**config.mk**
```make
export PLATFORM = sky130hd
export DESIGN_NAME = reg_bank16x32
export DESIGN_NICKNAME = d
export VERILOG_FILES = /design/src/rtl/reg_bank16x32_pkg.sv /design/src/rtl/reg_entry32.sv /design/src/rtl/reg_bank16x32.sv
export SDC_FILE = /design/constraint.sdc
export NUM_CORES = 1
export LEC_CHECK = 0
export ABC_AREA = 1
export CORE_UTILIZATION = 45
export CTS_CLUSTER_DIAMETER = 80
export DETAILED_ROUTE_END_ITERATION = 7
export PLACE_DENSITY_LB_ADDON = 0.12
export SLEW_MARGIN = 5
export SYNTH_ARGS = -nofsm -noshare
export SYNTH_HDL_FRONTEND = slang
export SYNTH_SLANG_ARGS = --single-unit
```
**constraint.sdc**
```tcl
create_clock -name clk -period 28.7 [get_ports clk]
set_clock_uncertainty 0.05 [all_clocks]
set_input_delay 4.305 -clock clk [delete_from_list [all_inputs] [get_ports clk]]
set_output_delay 4.305 -clock clk [all_outputs]
set_load 0.01 [all_outputs]
```
**src/rtl/reg_bank16x32_pkg.sv**
```systemverilog
// Shared definitions for the 16x32 register bank: sizes, FSM encoding and the
// entry-slice macro that keeps bus ordering aligned with the 16:1 selectors.

// Top bit of entry k inside the flattened 512-bit bank bus (entry 0 in the MSBs).
`define RB_ENTRY_HI(k) (511 - 32 * (k))

package reg_bank16x32_pkg;

  localparam int N_ENTRIES = 16;
  localparam int WIDTH     = 32;
  localparam int ADDR_W    = 5;

  // Width of the clear-sweep counter: one count per entry.
  localparam int CTR_W     = 4;

  // Bank controller state.
  typedef enum logic {
    ST_IDLE  = 1'b0,
    ST_CLEAR = 1'b1
  } state_t;

  // Address is in range when it names one of the 16 entries.
  function automatic logic addr_in_range(input logic [ADDR_W-1:0] addr);
    return (addr < ADDR_W'(N_ENTRIES));
  endfunction

endpackage

```
**src/rtl/reg_entry32.sv**
```systemverilog
// One bank entry: a 32-bit data register plus its written flag.
// clr wins over wr_en; the controller never raises both in the same cycle.

module reg_entry32
  import reg_bank16x32_pkg::*;
(
  input  logic             clk,
  input  logic             rst,
  input  logic             wr_en,
  input  logic             clr,
  input  logic [WIDTH-1:0] wr_data,
  output logic [WIDTH-1:0] data,
  output logic             valid
);

  // Entry storage: cleared by reset or a sweep, loaded by an accepted write.
  always_ff @(posedge clk or posedge rst) begin
    if (rst) begin
      data  <= '0;
      valid <= 1'b0;
    end else if (clr) begin
      data  <= '0;
      valid <= 1'b0;
    end else if (wr_en) begin
      data  <= wr_data;
      valid <= 1'b1;
    end
  end

endmodule

```
**src/rtl/reg_bank16x32.sv**
```systemverilog
// 16-entry x 32-bit register bank with a valid/ready write port, a flattened
// 512-bit read bus, a per-entry valid vector and a one-entry-per-cycle clear.
//
// Write handshake: a write is taken on a rising clk edge where wr_valid and
// wr_ready are both 1; the requester keeps wr_addr/wr_data stable until then.
// wr_ready is low during reset, during the clear sweep, and in any cycle where
// clr_req is raised, so a write never races the start of a sweep.

module reg_bank16x32
  import reg_bank16x32_pkg::*;
(
  input  logic                         clk,
  input  logic                         rst,
  input  logic                         wr_valid,
  output logic                         wr_ready,
  input  logic [ADDR_W-1:0]            wr_addr,
  input  logic [WIDTH-1:0]             wr_data,
  input  logic                         clr_req,
  output logic                         busy,
  output logic                         wr_err,
  output logic [N_ENTRIES*WIDTH-1:0]   bank_out,
  output logic [N_ENTRIES-1:0]         valid_out
);

  state_t             state;
  logic [CTR_W-1:0]   clr_ctr;
  logic               wr_fire;
  logic               addr_ok;
  logic [N_ENTRIES-1:0] entry_wr_en;
  logic [N_ENTRIES-1:0] entry_clr;
  logic [WIDTH-1:0]     entry_data  [N_ENTRIES];
  logic [N_ENTRIES-1:0] entry_valid;

  // Ready only while idle and not being asked to start a sweep this cycle.
  always_comb begin
    wr_ready = !rst && (state == ST_IDLE) && !clr_req;
    wr_fire  = wr_valid && wr_ready;
    addr_ok  = addr_in_range(wr_addr);
  end

  // Bank controller: IDLE waits for clr_req; CLEAR walks clr_ctr 0..15 once.
  always_ff @(posedge clk or posedge rst) begin
    if (rst) begin
      state   <= ST_IDLE;
      clr_ctr <= '0;
      busy    <= 1'b0;
    end else begin
      case (state)
        ST_IDLE: begin
          if (clr_req) begin
            state   <= ST_CLEAR;
            clr_ctr <= '0;
            busy    <= 1'b1;
          end
        end
        ST_CLEAR: begin
          clr_ctr <= clr_ctr + CTR_W'(1);
          if (clr_ctr == CTR_W'(N_ENTRIES - 1)) begin
            state <= ST_IDLE;
            busy  <= 1'b0;
          end
        end
        default: begin
          state <= ST_IDLE;
          busy  <= 1'b0;
        end
      endcase
    end
  end

  // Out-of-range writes complete the handshake but only raise a one-cycle error.
  always_ff @(posedge clk or posedge rst) begin
    if (rst) begin
      wr_err <= 1'b0;
    end else begin
      wr_err <= wr_fire && !addr_ok;
    end
  end

  // Per-entry write enables and sweep clears, plus the entry registers.
  for (genvar k = 0; k < N_ENTRIES; k++) begin : g_entry
    assign entry_wr_en[k] = wr_fire && addr_ok && (wr_addr[CTR_W-1:0] == CTR_W'(k));
    assign entry_clr[k]   = (state == ST_CLEAR) && (clr_ctr == CTR_W'(k));

    reg_entry32 u_entry (
      .clk     (clk),
      .rst     (rst),
      .wr_en   (entry_wr_en[k]),
      .clr     (entry_clr[k]),
      .wr_data (wr_data),
      .data    (entry_data[k]),
      .valid   (entry_valid[k])
    );

    // Entry 0 sits in the MSBs of both buses to match the selector ordering.
    assign bank_out[`RB_ENTRY_HI(k) -: WIDTH] = entry_data[k];
    assign valid_out[N_ENTRIES-1-k]           = entry_valid[k];
  end

endmodule

```
==> metrics.md <==
| Metric | Value |
|---|---|
| Run status | `completed` |
| Startpoint types | `input port` |
| Critical Path Max Stage Delay | `between 500 and 600 ps` |
| Clock Path Buffers | `3` |
| Slew Viols, Final | `0` |
| Final Hold Viols | `0` |
| First-pass GRT wire length | `about 120000 um` |
| CTS Buf Count | `56` |
| Detail Route Antenna Nets | `0` |
| Final Cycle Share | `about a third` |
| CORE AREA | `about 48000 um2` |
| H-tree Lvls | `2` |
| GP Congestion | `roughly 0.85` |
| GRT Util Overall | `between 30% and 40%` |
| CP max stage cell | `clkdlybuf4s50_1` |
| Port buffer count | `roughly 570` |
| Post-synthesis sequential area ratio | `61.2%` |
| Share of layout cells above drive strength 1 | `roughly 5.9%` |
| I/O pin cnt | `572` |
| Setup Buffers After CTS | `0` |
| Slew margin rel. | `14.8%` |
| Cts hold-fix bufs | `0` |
| Final TNS setup | `0 ps` |
| Largest net degree at the start of global routing | `178` |
| Worst Max-Slew Pin Slew | `around 1300 ps` |
| Standard-cell rows | `80` |
| Crit end category | `output port` |
| Non-filler instance count after layout | `around 3600` |
| Setup violators final | `0` |
| R2r startpoint | `state` |
| Minimum clock period | `10090 ps` |
| Number of flops mapped to enable cells by yosys | `0` |
| Die Footprint | `about 50000 um2` |
| Synth top area share | `about three fifths` |
| Vias in the first global route | `~18000` |
| Area delta synth->final | `34.6%` |
| HP Start | `g_entry[1].u_entry.data[13]` |
| CP Data Required Time | `~24000 ps` |
| Total Nets Final | `around 3000` |
| Post-layout util | `between 60 and 70%` |
| Synth cell types | `22` |
| Critical path's most frequent cell | `clkdlybuf4s50_1` |
| Die Width | `about 220 um` |
| Syn_nets | `~2500` |
| Critical path cell sequence | `clkdlybuf4s50_1, nor2_8, inv_1, nor2_1, clkdlybuf4s50_1` |
| Total DRC errors in the routed layout | `0` |
| Drt first pass iters | `6` |
| Vias | `approximately 19000` |
| RSZ-0062 raised after global routing | `false` |
| Post-CTS Resized | `0` |
| Syn avg cell area | `slightly below 9 um2` |
| Post-synthesis cell area | `between 20000 and 25000 um2` |
| Die height | `between 200 and 250 um` |
| Setup CP Type | `input port to output port` |
| Number of clock sinks | `roughly 540` |
| Dpl hpwl | `approximately 54000 um` |
| Reg clk slew, reported paths | `~60 ps` |
| Worst Hold Class | `register to register` |
| Wire per inst | `around 23 um` |
| Dpl cells | `3479` |
| Fill cells | `roughly 4000` |
| Initial DRC Count | `1936` |
| Count leader, synth | `nand2_1` |
| Total power draw | `about 1.8 mW` |
| Top post-synthesis cells by count | `nand2_1, dfrtp_1, nand3_1` |
| Total congestion overflow | `0` |
| Yosys synthesis warning count | `0` |
| Synth async-reset ratio | `100%` |
| Cell count after synthesis | `2473` |
| Synth area leader | `dfrtp_1` |
| Root Buffer | `clkbuf_16` |
| Max-cap violation count | `0` |
| Vias/cell | `about 5.4` |
| Highest clock rate | `just under 0.1 GHz` |
| Dominant synthesized flop cell | `dfrtp_1` |
| Insertion delay to the later sink of the worst-skew pair | `just over 600 ps` |
| Crit-path max FO | `5` |
| Max IR drop VDD | `about 0.045 mV` |
| Initial Utilization | `45.7%` |
| Pwr Density | `approximately 60 nW/um2` |
| Synth area leaders | `dfrtp_1, nand2_1, nand3_1, clkbuf_1, buf_6` |
| Post-Route WL | `around 84000 um` |
| TritonCTS clock tree | `built` |
| CP startpoint | `clr_req` |
| Initial antenna violation count | `4` |
| Leak Pwr | `between 15 and 20 nW` |
| Synth Register Bits | `roughly 540` |
| CP Data Arrival Time | `5740 ps` |
==> final cells by class <==
type	instances	area, um2	area share [%]
clock inverter	16	240	0.816
multi-input combinational	1671	7160	24.3
antenna	3	7.51	0.0255
inverter	40	158	0.535
tap	615	769	2.61
clock buffer	83	1650	5.62
timing repair buffer	618	6080	20.6
sequential	535	13400	45.5
==> routing by layer <==
layer	global-route usage, %	vias to the layer above	routed length, um
li1	-	8694	-
met1	42.1	9550	32700
met2	53.3	889	39200
met3	9.88	168	8090
met4	14.5	0	3670
met5	0	-	0
==> stage by stage <==
stage               cell area (um2)  hold slack (ps)  setup WS, ps
global placement              27600              429         18610
detailed placement            27600              435         18610
CTS                           29400              449         18600
finish                        29500              444         18610
floorplan                     21900              417          9290
global route                  29500              458         18530
==> flip-flops by register name (all words and copies together) (netlist names) <==
register,flops
state,1
g_entry.u_entry.data,512
g_entry.u_entry.valid,16
busy,1
wr_err,1
clr_ctr,4
==> worst max-delay path, delay by kind of cell <==
kind,cells,cell delay (ps)
AND/OR/NAND/NOR,2,280
buffers and inverters,3,1160
==> path summary, 6_finish.rpt <==
kind	depth (start not counted)	end	slack, ps
max reg2reg	6	g_entry[13].u_entry.data[7]	25690
max in group asynchronous	4	g_entry[13].u_entry.data[28]	21890
min	2	g_entry[1].u_entry.data[13]	440
max	5	wr_ready	18610
min in group asynchronous	2	g_entry[14].u_entry.data[22]	4250
min reg2reg	2	g_entry[1].u_entry.data[13]	440
==> cell families after synthesis <==
family / synth area share [%]
and+or+nand+nor: 32.2
adders and majority gates: 0.229
DFF: 61.2
AOI/OAI and AO/OA: 0.114
buffers and inverters: 6.24
==> where the power goes <==
group	total, mW	internal [mW]	switching [mW]
clock network	0.758	0.450	0.308
registers	0.790	0.774	0.0154
logic	0.211	0.0552	0.156
==> placed cells by master, fill, tap and decap left out, drive strengths merged <==
cell / count
dfrtp: 535
diode: 3
o21ai: 4
clkinvlp: 1
nor2: 45
clkinv: 7
inv: 42
ha: 4
buf: 47
bufinv: 6
a21oi: 1
clkdlybuf4s50: 571
nand3: 530
nand4: 2
clkbuf: 83
nand2: 1085
Note: power is estimated with default switching activity, not from simulation.
